`config.mk`:
```
export PLATFORM = sky130hd
export DESIGN_NAME = vector_demux_reg
export DESIGN_NICKNAME = d
export VERILOG_FILES = /design/src/rtl/vector_demux_reg.sv
export SDC_FILE = /design/constraint.sdc
export NUM_CORES = 1
export LEC_CHECK = 0
export CAP_MARGIN = 5
export CORE_MARGIN = 1
export CORE_UTILIZATION = 43
export CTS_CLUSTER_SIZE = 20
export DETAILED_ROUTE_END_ITERATION = 8
export GPL_ROUTABILITY_DRIVEN = 0
export PLACE_DENSITY_LB_ADDON = 0.12
export SLEW_MARGIN = 10
export SYNTH_ARGS = -nofsm -noshare
export SYNTH_HDL_FRONTEND = slang
export SYNTH_SLANG_ARGS = --single-unit
```
`constraint.sdc`:
```
create_clock -name clk -period 1.6 [get_ports clk]
set_clock_uncertainty 0.05 [all_clocks]
set_input_delay 0.16 -clock clk [delete_from_list [all_inputs] [get_ports clk]]
set_output_delay 0.16 -clock clk [all_outputs]
set_load 0.01 [all_outputs]
```
`src/rtl/vector_demux_reg.sv`:
```
// Registered one-to-N vector demultiplexer: steers each accepted input vector into
// one of NUM_VECTORS single-entry holding registers, each drained by its own valid/ready.
module vector_demux_reg #(
    parameter  int BIT_WIDTH   = 8,
    parameter  int NUM_VECTORS = 4,
    localparam int SEL_W       = $clog2(NUM_VECTORS)
) (
    input  logic                               clk,
    input  logic                               rst_n,
    input  logic                               flush,
    input  logic [BIT_WIDTH-1:0]               in_data,
    input  logic [SEL_W-1:0]                   in_sel,
    input  logic                               in_valid,
    output logic                               in_ready,
    output logic [NUM_VECTORS*BIT_WIDTH-1:0]   out_data,
    output logic [NUM_VECTORS-1:0]             out_valid,
    input  logic [NUM_VECTORS-1:0]             out_ready,
    output logic                               busy
);

    logic [NUM_VECTORS-1:0][BIT_WIDTH-1:0] r_data;
    logic [NUM_VECTORS-1:0]                r_valid;

    logic                   w_in_ready;
    logic                   w_accept;
    logic [NUM_VECTORS-1:0] w_load;
    logic [NUM_VECTORS-1:0] w_drain;

    // A port can take a new vector when empty or when its current vector leaves this cycle.
    assign w_in_ready = ~flush & (~r_valid[in_sel] | out_ready[in_sel]);
    assign w_accept   = in_valid & w_in_ready;
    assign w_drain    = r_valid & out_ready;

    always_comb begin
        w_load = '0;
        for (int i = 0; i < NUM_VECTORS; i++) begin
            w_load[i] = w_accept && (in_sel == SEL_W'(i));
        end
    end

    for (genvar g = 0; g < NUM_VECTORS; g++) begin : g_port
        // Flush beats load beats drain; a load in the same cycle as a drain keeps the port full.
        always_ff @(posedge clk or negedge rst_n) begin
            if (!rst_n) begin
                r_data[g]  <= '0;
                r_valid[g] <= 1'b0;
            end else if (flush) begin
                r_valid[g] <= 1'b0;
            end else if (w_load[g]) begin
                r_data[g]  <= in_data;
                r_valid[g] <= 1'b1;
            end else if (w_drain[g]) begin
                r_valid[g] <= 1'b0;
            end
        end
    end

    assign in_ready  = w_in_ready;
    assign out_data  = r_data;
    assign out_valid = r_valid;
    assign busy      = |r_valid;

endmodule
```
# ---- After elaboration in Yosys (flattened, before gate mapping)
# Index checks and enable logic that the tools add are counted.
dict set report classes {
  order_cmp 1
  n_eq_ne 3
  n_mux 16
  n_bitwise 6
  reduce_logical 14
}
# op count
set ops {}
lappend ops {{two-way mux 1 bit} 14}
lappend ops {{nonzero test 3 bit} 4}
lappend ops {{AND reduction 2 bit} 4}
lappend ops {{AND 4 bit} 1}
lappend ops {{binary-select mux 1 bit (select 2 bit)} 2}
lappend ops {{== test 2 bit (second input constant)} 2}
lappend ops {{logical AND 1 bit} 4}
lappend ops {{OR reduction 4 bit} 1}
lappend ops {{< comparator 2 x 3 -> 1 bit (second input constant)} 1}
lappend ops {{AND 1 bit} 2}
lappend ops {{== test 2 x 1 -> 1 bit (second input constant)} 1}
lappend ops {{zero test 2 bit} 1}
lappend ops {{NOT 1 bit} 2}
lappend ops {{bitwise OR 1 bit} 1}
dict set report word_totals {
  regBits 36
  inputBits 18
  out_inout_bits 38
}

# ---- Logic depth before layout (Yosys ltp)
# Gate-level depths: netlist of the first run.
dict set report depth {
  word_depth 9
  mapped_depth 4
  mapped_depth_nobuf 3
}

# ---- Worst setup path before layout of the first run
# Ideal clock, no wire load.
dict set report synth_timing {
  path_kind {register -> register}
  start {reg r_valid[1], in the netlist out_valid[1]}
  end {reg r_data (netlist bit out_data[10])}
  setup_time_ns 0.125
  arrival_time_ns 1.148
  t_required_ns 1.425
  path_slack_ns 0.277
  stages_incl_launch_ff 5
  path_cell_list {dfrtp_1 > nand2b_1 > and4b_1 > buf_6 > mux2_4}
}
dict set report synth_between {
  elab_chain_cells 8
}
# element line_no
set synth_lines {}
lappend synth_lines {{from (decl)} 22} ;# logic [NUM_VECTORS-1:0] r_valid;
lappend synth_lines {{from (signal, indexed assignment)} 46} ;# r_valid[g] <= 1'b0;
lappend synth_lines {{from (signal, indexed assignment)} 48} ;# r_valid[g] <= 1'b0;
lappend synth_lines {{from (signal, indexed assignment)} 51} ;# r_valid[g] <= 1'b1;
lappend synth_lines {{binary-select mux 1 bit (select 2 bit)} 30} ;# assign w_in_ready = ~flush & (~r_valid[in_sel] | out_ready[in_sel]);
lappend synth_lines {{two-way mux 1 bit (not written as such)} 30}
lappend synth_lines {{NOT 1 bit} 30}
lappend synth_lines {{bitwise OR 1 bit} 30}
lappend synth_lines {{AND 1 bit} 30}
lappend synth_lines {{AND 1 bit} 31} ;# assign w_accept = in_valid & w_in_ready;
lappend synth_lines {{logical AND 1 bit} 37} ;# w_load[i] = w_accept && (in_sel == SEL_W'(i));
lappend synth_lines {{AND reduction 2 bit (no source line)} -}
lappend synth_lines {{to (signal, indexed assignment)} 50} ;# r_data[g] <= in_data;
lappend synth_lines {{to (decl)} 21} ;# logic [NUM_VECTORS-1:0][BIT_WIDTH-1:0] r_data;
# No other way between the ends. The select of a mux whose other input is x is not followed.
# A chain may end at the register's enable or synchronous reset.

# ---- Final worst setup path of the first run
dict set report layout_timing {
  start {reg r_valid[2], in the netlist out_valid[2]}
  end {out in_ready}
}
dict set report layout_between {
  elab_chain_cells 5
}
# element line_no
set layout_lines {}
lappend layout_lines {{binary-select mux 1 bit (select 2 bit)} 30}
lappend layout_lines {{two-way mux 1 bit (not written as such)} 30}
lappend layout_lines {{NOT 1 bit} 30}
lappend layout_lines {{bitwise OR 1 bit} 30}
lappend layout_lines {{AND 1 bit} 30}
lappend layout_lines {{to (decl)} 14} ;# output logic in_ready,
# No other way between the ends. The select of a mux whose other input is x is not followed.

==> impl_metrics.tcl, run 1 <==
set metrics [dict create \
    outcome "finished, violations left" \
    violations "negative setup slack" \
    worst_ep_required_time_ps 1390 \
    syn-cell-area_sq_um 1470 \
    crit_family "compound AO/OA/AOI/OAI gates" \
    first_pass_iters 4 \
    whs_ps 375 \
    drt_iter0_drc 22 \
    setup_slack_ps -61.6 \
    slowest_stage "dfrtp_1" \
    antennaDiodeCount 0 \
    post-route-min-period_ps 1660 \
    io_pins 56 \
    drive_gt1_frac 0.394 \
    holdCritPathClass "input pin to async pin" \
    hpwl_microns 2640 \
    ys_top_cells_by_area "dfrtp_1 61%, mux2_2 18%, mux2_4 8.2%" \
    ir_drop_mv 0.766 \
    yosysSeqAreaShare 0.614 \
    routedWlPerCell_microns 16.7 \
    fin_nets 188 \
    r2r-start "out_valid[1]" \
    grt_use_total 0.221 \
    cts_tree "yes" \
    ys_types 20 \
    ant_nets 0 \
    maxSlewHeadroom 0.477 \
    design.core.area_sq_um 3150 \
    path_cells "nor4bb_1 -> a311o_2 -> a21oi_2 -> buf_2" \
    worstSetupStartpointType "flip-flop" \
    fmax_ghz 0.602 \
    setup_viol 2 \
    power_density_nw_per_um2 1110 \
    cts_buffer_depth 2 \
    cap_violations 0 \
    cts_setup_buffers 0 \
    root_buffer "clkbuf_4" \
    startpoint "out_valid[2]" \
    die_w_microns 60.4 \
    arrival_ps 1450 \
    clk_pin_slew_ps 100 \
    timing.rr.end "out_data[14]" \
    syn_to_final_growth_pct 55.2 \
    syn_inst 90 \
    dr_total_vias 1045 \
    post-place-ws_ps -434 \
    cts_made_buffers 5 \
    antenna_found_initial 0 \
    cp_max_fo 2 \
    htreeDepth 2 \
    drv_slew 0 \
    overflow 0 \
    syn_avg_cell_area_sq_um 16.3 \
    finalCritPeriodShare 1.04 \
    synth_top_area_cell "dfrtp_1" \
    row_count 20 \
    end_kind "output pin" \
    syn_nets 108 \
    grt_setup_unrepaired "true" \
    tightest_slew_ps 784 \
    post-route-drc-count 0 \
    ys_ff_latch 36 \
    p_leak_nw 1.02 \
    worst_r2r_path_depth 4 \
    wl_microns 3580 \
    worst-path-buf-inv 1 \
    yosysTopAreaCellShare 0.614 \
    clkSinkCount 36 \
    finalHoldViolations 0 \
    chipHeight_microns 60.4 \
    vias_per_cell 4.88 \
    yosys_warnings 0 \
    initial_core_util 0.465 \
    grt_pass1_vias 1144 \
    critPathMaxStageDelay_ps 390 \
    grt_max_degree 37 \
    grt_pass1_wl_microns 5530 \
    clk_latency_ps 340 \
    worstSetupPathType "flip-flop to output pin" \
    regToRegSetupSlack_ps 160 \
    port_buffers 55 \
    die_area_sq_um 3650 \
]
==> layout by cell type (no fill, tap or decap), types with 2 or more instances in the layout <==
| cell type | instances |
|---|---|
| clkbuf_4 | 5 |
| buf_2 | 3 |
| nand2b_1 | 4 |
| o21ai_0 | 3 |
| mux2_2 | 24 |
| clkdlybuf4s50_1 | 51 |
| buf_4 | 18 |
| clkbuf_8 | 2 |
| dfrtp_1 | 36 |
| mux2_4 | 8 |
==> layout make-up <==
class                      count  area [sq um]
clock buffer                   7          65.1
fill                         238           875
inverter                       1          3.75
multi-input combinational     51           551
sequential                    36           901
tap                           44          55.1
timing repair buffer          75           703
==> sequential cells by signal (all words and copies together) (netlist names) <==
| register | count |
|---|---|
| out_data | 32 |
| out_valid | 4 |
==> metrics by stage <==
stage          power (mW)  setup TNS [ps]   util  instance area (sq um)  std cells
4_1_cts              2.56            -161  0.722                   2280        214
3_3_place_gp         2.00           -4330  0.700                   2210        206
3_5_place_dp         2.03           -5270  0.700                   2210        206
2_1_floorplan        1.50               0      -                   1470         90
6_report             2.54           -85.5  0.723                   2280        214
5_1_grt              2.67            -220  0.723                   2280        214
==> worst max-delay path by stage <==
stage,end,cells after the start,slack [ps]
floorplan,out_data[10],4,280
global placement,in_ready,5,-350
detailed placement,in_ready,5,-430
CTS,busy,3,-90
global route,in_ready,4,-130
finish,in_ready,4,-60
==> Yosys cell counts <==
cell type	number
nand4b_2	1
nor2b_4	1
nor4bb_1	1
mux2_4	8
o21bai_1	1
nand4_2	1
or4_1	1
dfrtp_1	36
nand2b_1	4
mux2i_1	1
inv_1	1
a21oi_1	1
nor2_1	1
o21ai_0	3
mux2_2	24
buf_2	1
nand3_2	1
a311o_2	1
and4b_1	1
buf_6	1
==> cell families (layout without fill, tap and decap cells) <==
group / count (synthesis) / count (layout) / share of synthesized area
simple gates: 12 / 12 / 0.0733
mux: 33 / 33 / 0.273
compound gates: 6 / 6 / 0.0264
flops: 36 / 36 / 0.614
buf+inv: 3 / 83 / 0.0136
==> metal layers <==
metal,GRT usage,wire length (microns),vias to the layer above,part of all wire
met2,0.389,1870,39,0.52
met5,0,0,-,0
met1,0.256,1510,516,0.42
met3,0.0469,153,5,0.043
met4,0.107,47,0,0.013
li1,-,-,485,-
==> where the power goes <==
| part | switching [mW] | internal [mW] | total (mW) |
|---|---|---|---|
| clock network | 0.282 | 0.249 | 0.531 |
| registers | 0.0972 | 1.09 | 1.19 |
| logic | 0.280 | 0.536 | 0.816 |
| total | 0.659 | 1.88 | 2.54 |
==> timing repair <==
item / 4_1_cts / 5_1_grt
endpoints found under the hold margin: 36 / 0
hold buffers: 1 / 0
pin swaps: 1 / 1
endpoints found under the setup margin: 2 / 3
resized for setup: 9 / 1
(Power assumes the default switching activity.)
==> inputs of run 2 (changes only) <==
==> constraint.sdc (replaced) <==
create_clock -name clk -period 1.82 [get_ports clk]
set_clock_uncertainty 0.05 [all_clocks]
set_input_delay 0.182 -clock clk [delete_from_list [all_inputs] [get_ports clk]]
set_output_delay 0.182 -clock clk [all_outputs]
set_load 0.01 [all_outputs]
==> run 2 against run 1 <==
Against the previous run:
- the flow now finishes without violations
- routed wire length fell by 8.6%
- sequential power decreased by 13%
- utilization down 1.9 points
- final cell count shrank 2.8%
- register-to-register slack improved by 80 ps
- clock power is 18% lower
- hold slack improved by 22 ps
- flip-flop and latch count unchanged
- sequential share of layout area rose by 1.1 points
- critical path type unchanged
- critical endpoint unchanged
==> impl_metrics.tcl, run 2 (same netlist as run 1, synthesis figures left out) <==
set metrics [dict create \
    outcome "completed" \
    cts_made_buffers 5 \
    power_density_nw_per_um2 985 \
    tightest_slew_ps 774 \
    fmax_ghz 0.574 \
    grt_setup_unrepaired "false" \
    utilization 0.704 \
    grt_pass1_wl_microns 4990 \
    slowest_stage "dfrtp_1" \
    worst_r2r_path_depth 4 \
    cts_buffer_depth 2 \
    setup_viol 0 \
    grt_use_total 0.201 \
    p_total_mw 2.19 \
    cts_tree "yes" \
    wl_microns 3270 \
    post-route-drc-count 0 \
    holdCritPathClass "input pin to async pin" \
    regToRegSetupSlack_ps 240 \
    multi_input_area_sq_um 547 \
    antennaDiodeCount 0 \
    syn_to_final_growth_pct 51.2 \
    largest_reg_flops 32 \
    cap_violations 0 \
    initial_core_util 0.465 \
    worst_ep_required_time_ps 1590 \
    grt_pass1_vias 1027 \
    dr_total_vias 1030 \
    first_pass_iters 4 \
    whs_ps 398 \
    p_leak_nw 0.972 \
    drt_iter0_drc 19 \
    row_count 20 \
    worstSetupPathType "flip-flop to output pin" \
    drv_slew 0 \
    timing.rr.end "out_data[22]" \
    arrival_ps 1510 \
    chipHeight_microns 60.4 \
    finalCritPeriodShare 0.957 \
    path_cells "nor4bb_1 -> a311o_2 -> a21oi_1 -> buf_2" \
    crit_family "compound AO/OA/AOI/OAI gates" \
    final_cell_mix "52 x clkdlybuf4s50_1, 36 x dfrtp_1, 24 x mux2_2, 11 x buf_4, 8 x mux2_4" \
    worstSetupStartpointType "flip-flop" \
    seqCellArea_sq_um 901 \
    clk_latency_ps 330 \
    critPathMaxStageDelay_ps 410 \
    clk_pin_slew_ps 100 \
    end_kind "output pin" \
    routedWlPerCell_microns 15.7 \
    clkSinkCount 36 \
    ir_drop_mv 0.636 \
    post-route-min-period_ps 1740 \
    design.core.area_sq_um 3150 \
    antenna_found_initial 0 \
    io_pins 56 \
    ant_nets 0 \
    maxSlewHeadroom 0.484 \
    fin_nets 181 \
    grt_max_degree 37 \
    vias_per_cell 4.95 \
    drive_gt1_frac 0.348 \
    root_buffer "clkbuf_4" \
    die_w_microns 60.4 \
    cp_max_fo 3 \
    startpoint "out_valid[2]" \
    r2r-start "out_valid[2]" \
    fill_cells 238 \
    overflow 0 \
    die_area_sq_um 3650 \
    final_common_cell "clkdlybuf4s50_1" \
    finalHoldViolations 0 \
    worst-path-buf-inv 1 \
    hpwl_microns 2270 \
    port_buffers 55 \
    htreeDepth 2 \
]
-- run 2: cell count changes in the layout (fill, tap and decap cells not counted) --
cell / before / now
dlymetal6s2s_1: 1 / 0
clkdlybuf4s15_1: 0 / 1
clkdlybuf4s50_1: 51 / 52
clkbuf_8: 2 / 1
buf_2: 3 / 2
clkbuf_1: 0 / 2
a21oi_1: 0 / 1
buf_4: 18 / 11
a21oi_2: 1 / 0
-- run 2: repair_timing --
action,4_1_cts,5_1_grt
hold buffers,1,0
endpoints found under the hold margin,36,0
setup buffers,2,1
resized for setup,5,1
endpoints found under the setup margin,2,1
gates cloned,0,0
-- run 2: worst max path at each step --
stage                to  slack (ps)  cells past startpoint
6_report       in_ready          80                      4
5_1_grt        in_ready          20                      4
4_1_cts            busy           7                      2
3_5_place_dp   in_ready        -240                      5
3_3_place_gp   in_ready        -170                      5
2_1_floorplan  in_ready         490                      3
-- run 2: cell type report --
class                      count  area share
inverter                       1     0.00169
multi-input combinational     51       0.246
tap                           44      0.0248
clock buffer                   8      0.0265
timing repair buffer          68       0.294
sequential                    36       0.406
-- run 2: stage by stage --
step | worst slack, ps | instance area [sq um] | TNS (ps) | std cells
2_1_floorplan | 486 | 1470 | 0 | 90
3_3_place_gp | -175 | 2130 | -1860 | 196
3_5_place_dp | -240 | 2130 | -2340 | 196
4_1_cts | 6.94 | 2210 | 0 | 207
5_1_grt | 23.7 | 2220 | 0 | 208
6_report | 79.1 | 2220 | 0 | 208
-- run 2: per-layer routing --
| metal | global-route usage | share of wire | vias up |
|---|---|---|---|
| met3 | 0.0725 | 0.055 | 2 |
| met2 | 0.325 | 0.51 | 36 |
| met5 | 0 | 0 | - |
| li1 | - | - | 477 |
| met4 | 0.0974 | 0.0089 | 0 |
| met1 | 0.239 | 0.42 | 515 |
-- run 2: power by group --
| part | switching, mW | internal (mW) |
|---|---|---|
| clock network | 0.246 | 0.191 |
| registers | 0.0844 | 0.960 |
| logic | 0.238 | 0.467 |
| total | 0.568 | 1.62 |
==> inputs of run 3 (changes only) <==
--- a/config.mk
+++ b/config.mk
@@ -5,10 +5,11 @@
 export SDC_FILE = /design/constraint.sdc
 export NUM_CORES = 1
 export LEC_CHECK = 0
+export ABC_AREA = 1
 export CAP_MARGIN = 5
 export CORE_MARGIN = 1
-export CORE_UTILIZATION = 43
-export CTS_CLUSTER_SIZE = 20
+export CORE_UTILIZATION = 44
+export CTS_CLUSTER_SIZE = 28
 export DETAILED_ROUTE_END_ITERATION = 8
 export GPL_ROUTABILITY_DRIVEN = 0
 export PLACE_DENSITY_LB_ADDON = 0.12
==> run 3 against run 2 <==
Against the previous run:
- register-to-register slack better by 60 ps
- sequential power about the same
- via count up 35%
- worst setup slack better by 70 ps
- flip-flop and latch count unchanged
- final area up 2.9%
- final cell count up 42%
- combinational power down 4.1%
- utilization down 2.5 points
- fmax up 4.2%
- largest cell class unchanged
==> impl_metrics.tcl, run 3 <==
set metrics [dict create \
    largest_reg_flops 32 \
    die_w_microns 61.7 \
    drive_gt1_frac 0.124 \
    holdBufCountCts 0 \
    post-route-drc-count 0 \
    ys_top_cells_by_count "109 x nand2_1, 36 x dfrtp_1, 8 x inv_1" \
    final_common_cell "nand2_1" \
    yosysTopAreaCellShare 0.575 \
    synth_top_area_cell "dfrtp_1" \
    die_area_sq_um 3810 \
    fill_cells 312 \
    synth_top_family_by_area "simple AND/OR/NAND/NOR gates" \
    syn-cell-area_sq_um 1570 \
    routedWlPerCell_microns 12.6 \
    syn_inst 181 \
    holdCritPathClass "input pin to async pin" \
    overflow 0 \
    fmax_ghz 0.599 \
    dr_total_vias 1395 \
    critPathMaxStageDelay_ps 430 \
    drt_iter0_drc 45 \
    clk_pin_slew_ps 110 \
    instances_no_fill 296 \
    finalCritPeriodShare 0.918 \
    p_leak_nw 1.16 \
    maxSlewHeadroom 0.705 \
    cap_violations 0 \
    setup_viol 0 \
    seqCellArea_sq_um 901 \
    grt_use_total 0.221 \
    fin_area_sq_um 2280 \
    multi_input_area_sq_um 614 \
    syn_to_final_growth_pct 45.7 \
    postPlaceCellArea_sq_um 2220 \
    htreeDepth 2 \
    clkSinkCount 36 \
    power_density_nw_per_um2 940 \
    synthMuxAreaShare 0 \
    yosysSeqAreaShare 0.575 \
    drv_slew 0 \
    post-place-ws_ps -165 \
    ys_types 16 \
    worst_ep_required_time_ps 1590 \
    clk_latency_ps 350 \
    chipHeight_microns 61.7 \
    outcome "completed" \
    ys_top_cells_by_area "dfrtp_1 57%, nand2_1 26%, nor2_4 3.6%" \
    first_pass_iters 4 \
    fin_nets 267 \
    arrival_ps 1440 \
    hpwl_microns 2780 \
    ir_drop_mv 0.666 \
    finalHoldViolations 0 \
    tns_ps 0 \
    crit_family "buffers and inverters" \
    utilization 0.679 \
    post-route-min-period_ps 1670 \
    async_flop_share 1.00 \
    cts_tree "yes" \
    grt_max_degree 37 \
    wl_microns 3740 \
    port_buffers 55 \
    antennaDiodeCount 0 \
    synth_fa_ha_area_frac 0 \
    ys_ff_latch 36 \
    yosys.area_share.simple 0.370 \
    vias_per_cell 4.71 \
    grt_setup_unrepaired "false" \
    crit_top_cell "nand2_1" \
    root_buffer "clkbuf_4" \
    worstSetupPathType "input pin to output pin" \
    tightest_slew_ps 443 \
    syn_nets 199 \
    antenna_found_initial 0 \
    setup_slack_ps 149 \
    initial_core_util 0.466 \
    end_kind "output pin" \
    row_count 21 \
    worst-path-buf-inv 3 \
    worstSetupStartpointType "input pin" \
    ys.flop_type "dfrtp_1" \
    path_cells "clkdlybuf4s50_1 -> buf_4 -> nor2_4 -> nand2_1 -> nand2_1 -> nor2_2 -> a21oi_1 -> dlygate4sd2_1" \
    cts_setup_buffers 0 \
    post_cts_resized 2 \
    synth_compound_area_frac 0.0223 \
    slowest_stage "clkdlybuf4s50_1" \
    io_pins 56 \
    synth_xor_area_frac 0 \
    cp_max_fo 7 \
    syn_avg_cell_area_sq_um 8.66 \
    design.core.area_sq_um 3360 \
    ant_nets 0 \
    final_cell_mix "109 x nand2_1, 53 x clkdlybuf4s50_1, 36 x dfrtp_1, 8 x inv_1, 8 x buf_4" \
    synth_most_common_cell "nand2_1" \
    synth_edf_count 0 \
    cts_buffer_depth 2 \
    post-place-cells 288 \
    grt_pass1_wl_microns 5870 \
    grt_pass1_vias 1296 \
    cts_made_buffers 5 \
    yosys_warnings 0 \
]
[run 3: worst paths after layout]
path / start / end / slack (ps) / depth (start not counted)
worst min register to register: out_data[15] / out_data[15] / 440 / 2
min in group clk: out_ready[2] / out_valid[2] / 380 / 2
worst min-delay path: rst_n / out_data[21] / 180 / 2
worst max register to register: out_valid[3] / out_data[4] / 300 / 10
max in group asynchronous: rst_n / out_data[5] / 1220 / 2
worst max-delay path: in_sel[0] / in_ready / 150 / 8
[run 3: logic make-up after synthesis]
logic type	count (synthesis)
AO/OA/AOI/OAI	5
buffers and inverters	13
flip-flops	36
AND/OR/NAND/NOR	127
[run 3: cell type report]
type	instances	share of cell area
flip-flops and latches	36	0.395
repair buffers	63	0.266
well taps	46	0.0252
clock buffers	5	0.0164
multi-input cells	132	0.269
inverters	11	0.0181
clock inverters	3	0.0104
[run 3: routing by layer]
metal / routed length (microns) / vias up / track usage
li1: - / 695 / -
met1: 1660 / 653 / 0.267
met2: 1810 / 39 / 0.373
met3: 174 / 8 / 0.0600
met4: 94 / 0 / 0.0984
met5: 0 / - / 0
[run 3: power by group]
part           switching [mW]  total (mW)  internal (mW)
Clock                   0.287       0.438          0.152
Sequential             0.0829        1.03          0.951
Combinational           0.292       0.675          0.383
Total                   0.661        2.15           1.49
[run 3: per-stage QoR]
step	power, mW	hold WS, ps
final	2.15	184
after global placement	1.72	412
after detailed placement	1.73	414
after CTS	2.17	192
after global routing	2.27	226
after floorplan	1.30	-164
